`src/rtl/wb_bus_if.sv`:
```
// wb_bus_if
// Bridges the core's single-cycle memory request port to a Wishbone B4
// classic master. One transfer is in flight at a time. The pipeline is held
// through stallreq_o until the slave acks or the timeout aborts the cycle.
// Read data is kept in rd_buf while the pipeline is stalled for other reasons.
//
// Ports
//   clk         clock, all logic on the rising edge
//   rst_n       synchronous reset, active high (1 = reset)
//   stall_i     pipeline stall vector from ctrl
//   flush_i     pipeline flush, abandons the current request
//   cpu_ce_i    core request valid
//   cpu_we_i    1 = write, 0 = read
//   cpu_addr_i  byte address
//   cpu_sel_i   byte-lane enables
//   cpu_data_i  write data
//   cpu_data_o  read data to core
//   stallreq_o  stall request to ctrl
//   err_o       one-cycle pulse on timeout abort
//   wb_*        Wishbone classic master signals
//
// state      | meaning
// -----------+------------------------------------------------------------
// IDLE       | no transfer; accepts a core request
// BUSY       | Wishbone cycle open, waiting for ack / flush / timeout
// WAIT_STALL | transfer done, pipeline stalled elsewhere; present rd_buf
module wb_bus_if #(
  parameter int ADDR_W  = 32,
  parameter int DATA_W  = 32,
  parameter int TIMEOUT = 255,
  parameter int CNT_W   = 8
) (
  input  logic                clk,
  input  logic                rst_n,
  input  logic [5:0]          stall_i,
  input  logic                flush_i,
  input  logic                cpu_ce_i,
  input  logic                cpu_we_i,
  input  logic [ADDR_W-1:0]   cpu_addr_i,
  input  logic [DATA_W/8-1:0] cpu_sel_i,
  input  logic [DATA_W-1:0]   cpu_data_i,
  output logic [DATA_W-1:0]   cpu_data_o,
  output logic                stallreq_o,
  output logic                err_o,
  output logic [ADDR_W-1:0]   wb_adr_o,
  output logic [DATA_W-1:0]   wb_dat_o,
  input  logic [DATA_W-1:0]   wb_dat_i,
  output logic                wb_we_o,
  output logic [DATA_W/8-1:0] wb_sel_o,
  output logic                wb_stb_o,
  output logic                wb_cyc_o,
  input  logic                wb_ack_i
);

  typedef enum logic [1:0] {IDLE, BUSY, WAIT_STALL} state_t;

  // count holds the number of BUSY cycles already completed without ack,
  // so the current cycle is the TIMEOUT-th one when count == TIMEOUT-1.
  localparam logic [CNT_W-1:0] CNT_LAST = CNT_W'(TIMEOUT - 1);

  state_t            state, state_nxt;
  logic [CNT_W-1:0]  count;
  logic [DATA_W-1:0] rd_buf, rd_nxt;
  logic [DATA_W-1:0] rd_val;
  logic              timeout_hit;
  logic              accept;
  logic              bus_done;

  assign timeout_hit = (count == CNT_LAST);

  always_comb begin
    state_nxt  = state;
    rd_nxt     = rd_buf;
    rd_val     = '0;
    stallreq_o = 1'b0;
    cpu_data_o = '0;
    err_o      = 1'b0;
    accept     = 1'b0;
    bus_done   = 1'b0;
    case (state)
      IDLE: begin
        if (cpu_ce_i && !flush_i) begin
          accept     = 1'b1;
          stallreq_o = 1'b1;
          state_nxt  = BUSY;
        end
      end
      BUSY: begin
        stallreq_o = !wb_ack_i && !timeout_hit;
        if (flush_i) begin
          // flush wins over a simultaneous ack; the data is dropped
          bus_done  = 1'b1;
          state_nxt = IDLE;
        end else if (wb_ack_i) begin
          rd_val     = wb_we_o ? '0 : wb_dat_i;
          cpu_data_o = rd_val;
          rd_nxt     = rd_val;
          bus_done   = 1'b1;
          state_nxt  = (stall_i != 6'd0) ? WAIT_STALL : IDLE;
        end else if (timeout_hit) begin
          err_o     = 1'b1;
          rd_nxt    = '0;
          bus_done  = 1'b1;
          state_nxt = (stall_i != 6'd0) ? WAIT_STALL : IDLE;
        end
      end
      WAIT_STALL: begin
        cpu_data_o = rd_buf;
        if (stall_i == 6'd0 || flush_i) state_nxt = IDLE;
      end
      default: state_nxt = IDLE;
    endcase
    if (rst_n) begin
      stallreq_o = 1'b0;
      cpu_data_o = '0;
      err_o      = 1'b0;
    end
  end

  always_ff @(posedge clk) begin
    if (rst_n) begin
      state    <= IDLE;
      rd_buf   <= '0;
      count    <= '0;
      wb_adr_o <= '0;
      wb_dat_o <= '0;
      wb_we_o  <= 1'b0;
      wb_sel_o <= '0;
      wb_stb_o <= 1'b0;
      wb_cyc_o <= 1'b0;
    end else begin
      state  <= state_nxt;
      rd_buf <= rd_nxt;
      if (accept) begin
        wb_adr_o <= cpu_addr_i;
        wb_dat_o <= cpu_data_i;
        wb_we_o  <= cpu_we_i;
        wb_sel_o <= cpu_sel_i;
        wb_stb_o <= 1'b1;
        wb_cyc_o <= 1'b1;
        count    <= '0;
      end else if (bus_done) begin
        wb_adr_o <= '0;
        wb_dat_o <= '0;
        wb_we_o  <= 1'b0;
        wb_sel_o <= '0;
        wb_stb_o <= 1'b0;
        wb_cyc_o <= 1'b0;
      end else if (state == BUSY) begin
        count <= count + 1'b1;
      end
    end
  end

endmodule

```
`config.mk`:
```
export PLATFORM = sky130hd
export DESIGN_NAME = wb_bus_if
export DESIGN_NICKNAME = d
export VERILOG_FILES = /design/src/rtl/wb_bus_if.sv
export SDC_FILE = /design/constraint.sdc
export NUM_CORES = 1
export LEC_CHECK = 0
export CAP_MARGIN = 0
export CORE_UTILIZATION = 35
export CTS_BUF_LIST = sky130_fd_sc_hd__clkbuf_2 sky130_fd_sc_hd__clkbuf_4 sky130_fd_sc_hd__clkbuf_8
export CTS_CLUSTER_DIAMETER = 40
export DETAILED_ROUTE_END_ITERATION = 8
export PLACE_DENSITY_LB_ADDON = 0.3
export SETUP_SLACK_MARGIN = 0.1
export SYNTH_ARGS = -nofsm -noshare
export SYNTH_HDL_FRONTEND = slang
export SYNTH_SLANG_ARGS = --single-unit
```
`constraint.sdc`:
```
create_clock -name clk -period 5.5 [get_ports clk]
set_clock_uncertainty 0.1 [all_clocks]
set_input_delay 1.1 -clock clk [delete_from_list [all_inputs] [get_ports clk]]
set_output_delay 1.1 -clock clk [all_outputs]
set_load 0.01 [all_outputs]
```
==> summary.md <==
| Metric | Value |
|---|---|
| Placement Rows | 40 |
| Clk_lat worst skew | approximately 0.36 ns |
| Clock Tree Buf Depth | 2 |
| Wire length on met1 | 5060 um |
| RD Place Congestion | 0.821 |
| Initial antenna violation count | 0 |
| Fin Setup TNS | 0 ns |
| Kind of cell adding the most delay to the critical path | buffers and inverters |
| WS Path Type | input pin to primary output |
| Commonest non-fill, non-tap cell in the layout | clkdlybuf4s50_1 |
| Crit path capture type | primary output |
| Yosys reg bits | 112 |
| CTS Root Cell | clkbuf_8 |
| Fraction of layout cells with a size suffix above 1 | 5.51% |
| Met3 WL | ~1200 um |
| Wire length on met2 | 5390 um |
| Max-cap check violation count | 0 |
| Drt total wl | 11,900 um |
| Predominant post-synthesis flop cell | dfxtp_1 |
| Max transition margin | approximately 26% |
| Die height | 113 um |
| Largest net degree at the start of global routing | 40 |
| Antenna diodes | 0 |
| Hold Violations, Final | 0 |
| Hpwl dp | 8550 um |
| Ys async rst share | 0% |
| Max VDD drop | 0.000153 V |
| EDFF count, synth | 0 |
| Die area | roughly 13,000 um2 |
| Crit path time final | 4.47 ns |
| Starting Density | 35.8% |
| WL/cell | roughly 15 um |
| Core box area | 12,000 um2 |
| DRT antenna net count | 0 |
| Util after Layout | 56.6% |
| Crit Path Max Fanout | 32 |
| Worst Hold Class | flop to flop |
| CTS Buf Count | 9 |
| Worst path slowest cell | nand2_1 |
| Total Routing Usage GR | a little under a fifth |
| Final setup violation count | 0 |
| Actual slew at the worst max-slew pin | 1.12 ns |
| Via count | about 4,100 |
| Finished Cell Area | 6770 um2 |
| Most frequent cells in the layout | clkdlybuf4s50_1 (216), dfxtp_1 (112), nand2_1 (73) |
| Pwr Total | around 2 mW |
| DP Worst Slack | 1.05 ns |
| Ys Warns | 0 |
| Crit path launch type | input pin |
| Fin crit share | a little over 80% |
| WP data required | roughly 4.3 ns |
| Distinct cells, synth | 35 |
| Layout overhead on the synthesized area | 57.9% |
| Gate Count Post-Synth | 453 |
| Sequential element share of the synthesized area | 52.3% |
| Most frequent CP cell | clkdlybuf4s50_1 |
| Post-DP Area | 6530 um2 |
| Drt pass-1 iters | 4 |
| Fillcell total | 1,070 |
| Number of port buffers | 216 |
| Slew Limit Fails | 0 |
| CTS tree | yes |
| Outcome | finished, final reports clean |
| Nets | 766 |
| Clk slew on worst S/H paths | 0.10 ns |
| Syn avg cell area | about 9.5 um2 |
| Synthesized cell area | 4290 um2 |
| Pwr/cell area | 290 nW/um2 |
| First-pass GRT wire length | 19,100 um |
| Hold Buf Count CTS | 0 |
| Ports | between 200 and 250 |
| Grt ovf | 0 |
| Clock sink count | about 110 |
| DRC Markers | 0 |
| Leakage | 2.35 nW |
| H-tree depth | 3 |
| Syn_nets | roughly 570 |
| CP max stage delay | 0.60 ns |
| Final worst slack | 1.03 ns |
| RSZ-0062 raised after global routing | no |
| Vias per cell | 5.09 |
| Achievable Freq | 0.224 GHz |
| Post-CTS sizing | 0 |
| CP bufs+invs | 3 |
| Number of setup buffers added after CTS | 0 |
| Crit-path cells | clkdlybuf4s50_1, inv_1, nand2_1, a21oi_1, clkdlybuf4s50_1 |
| Vias in the first global route | 3,962 |
| Highest routed layer | met4 |
| Worst EP arrival | 3.27 ns |
| DIE WIDTH | 113 um |
| 1st-iter DRT viols | about 210 |
[routing by layer]
metal  vias to the layer above  GRT usage [%]
met5                         -              0
met4                         0           8.89
met3                        18           6.59
li1                       2008              -
met1                      1867           22.2
met2                       182           30.9
[sequential cells by signal, summed over array words and instances, names as in the netlist]
signal and flops:
count 8, wb_cyc_o 1, wb_we_o 1, state 2
wb_dat_o 32, wb_adr_o 32, wb_sel_o 4, rd_buf 32
[per-stage QoR]
| step | cells | hold slack, ns |
|---|---|---|
| 3_5_place_dp | 784 | 0.354 |
| 2_1_floorplan | 453 | 0.352 |
| 3_3_place_gp | 784 | 0.355 |
| 6_report | 800 | 0.381 |
| 5_1_grt | 800 | 0.400 |
| 4_1_cts | 800 | 0.382 |
[area by class of cell]
| type | count | area [um2] | share of cell area (%) |
|---|---|---|---|
| Tap cell | 147 | 184 | 2.72 |
| Multi-Input combinational cell | 296 | 1870 | 27.6 |
| Clock inverter | 5 | 86.3 | 1.28 |
| Timing Repair Buffer | 223 | 2210 | 32.7 |
| Clock buffer | 11 | 151 | 2.24 |
| Sequential cell | 112 | 2240 | 33.1 |
| Inverter | 6 | 22.5 | 0.333 |
[power by group]
group | internal, mW | switching, mW
registers | 0.883 | 0.0418
clock network | 0.285 | 0.272
logic | 0.250 | 0.230
[path summary, 6_finish.rpt]
kind | slack [ns] | from | depth (start not counted) | endpoint
worst max register to register | 2.72 | state[0] | 7 | wb_dat_o[10]
worst min register to register | 0.38 | wb_adr_o[27] | 1 | wb_adr_o[27]
worst min-delay path | 0.38 | wb_adr_o[27] | 1 | wb_adr_o[27]
worst max-delay path | 1.03 | rst_n | 5 | cpu_data_o[11]
[synthesized netlist by cell type, types with 5 or more instances]
| cell | instances | area, um2 |
|---|---|---|
| xnor2_1 | 5 | 43.8 |
| inv_1 | 6 | 22.5 |
| nor2_1 | 15 | 56.3 |
| a22o_1 | 69 | 604 |
| a21oi_1 | 65 | 325 |
| clkbuf_1 | 27 | 101 |
| nand2_1 | 73 | 274 |
| buf_2 | 8 | 40.0 |
| o21ai_0 | 8 | 40.0 |
| ha_1 | 6 | 75.1 |
| o21ai_1 | 25 | 125 |
| dfxtp_1 | 112 | 2240 |
[kinds of logic (layout without fill, tap and decap cells)]
group / count (synthesis) / after routing / synth area share, %
AO/OA/AOI/OAI: 179 / 179 / 29.0
XOR/XNOR: 5 / 5 / 1.02
adder cells (fa/ha/maj): 6 / 6 / 1.75
buffers and inverters: 45 / 245 / 4.61
flip-flops: 112 / 112 / 52.3
multiplexers: 2 / 2 / 0.584
AND/OR/NAND/NOR: 104 / 104 / 10.8
(Power assumes the default switching activity.)
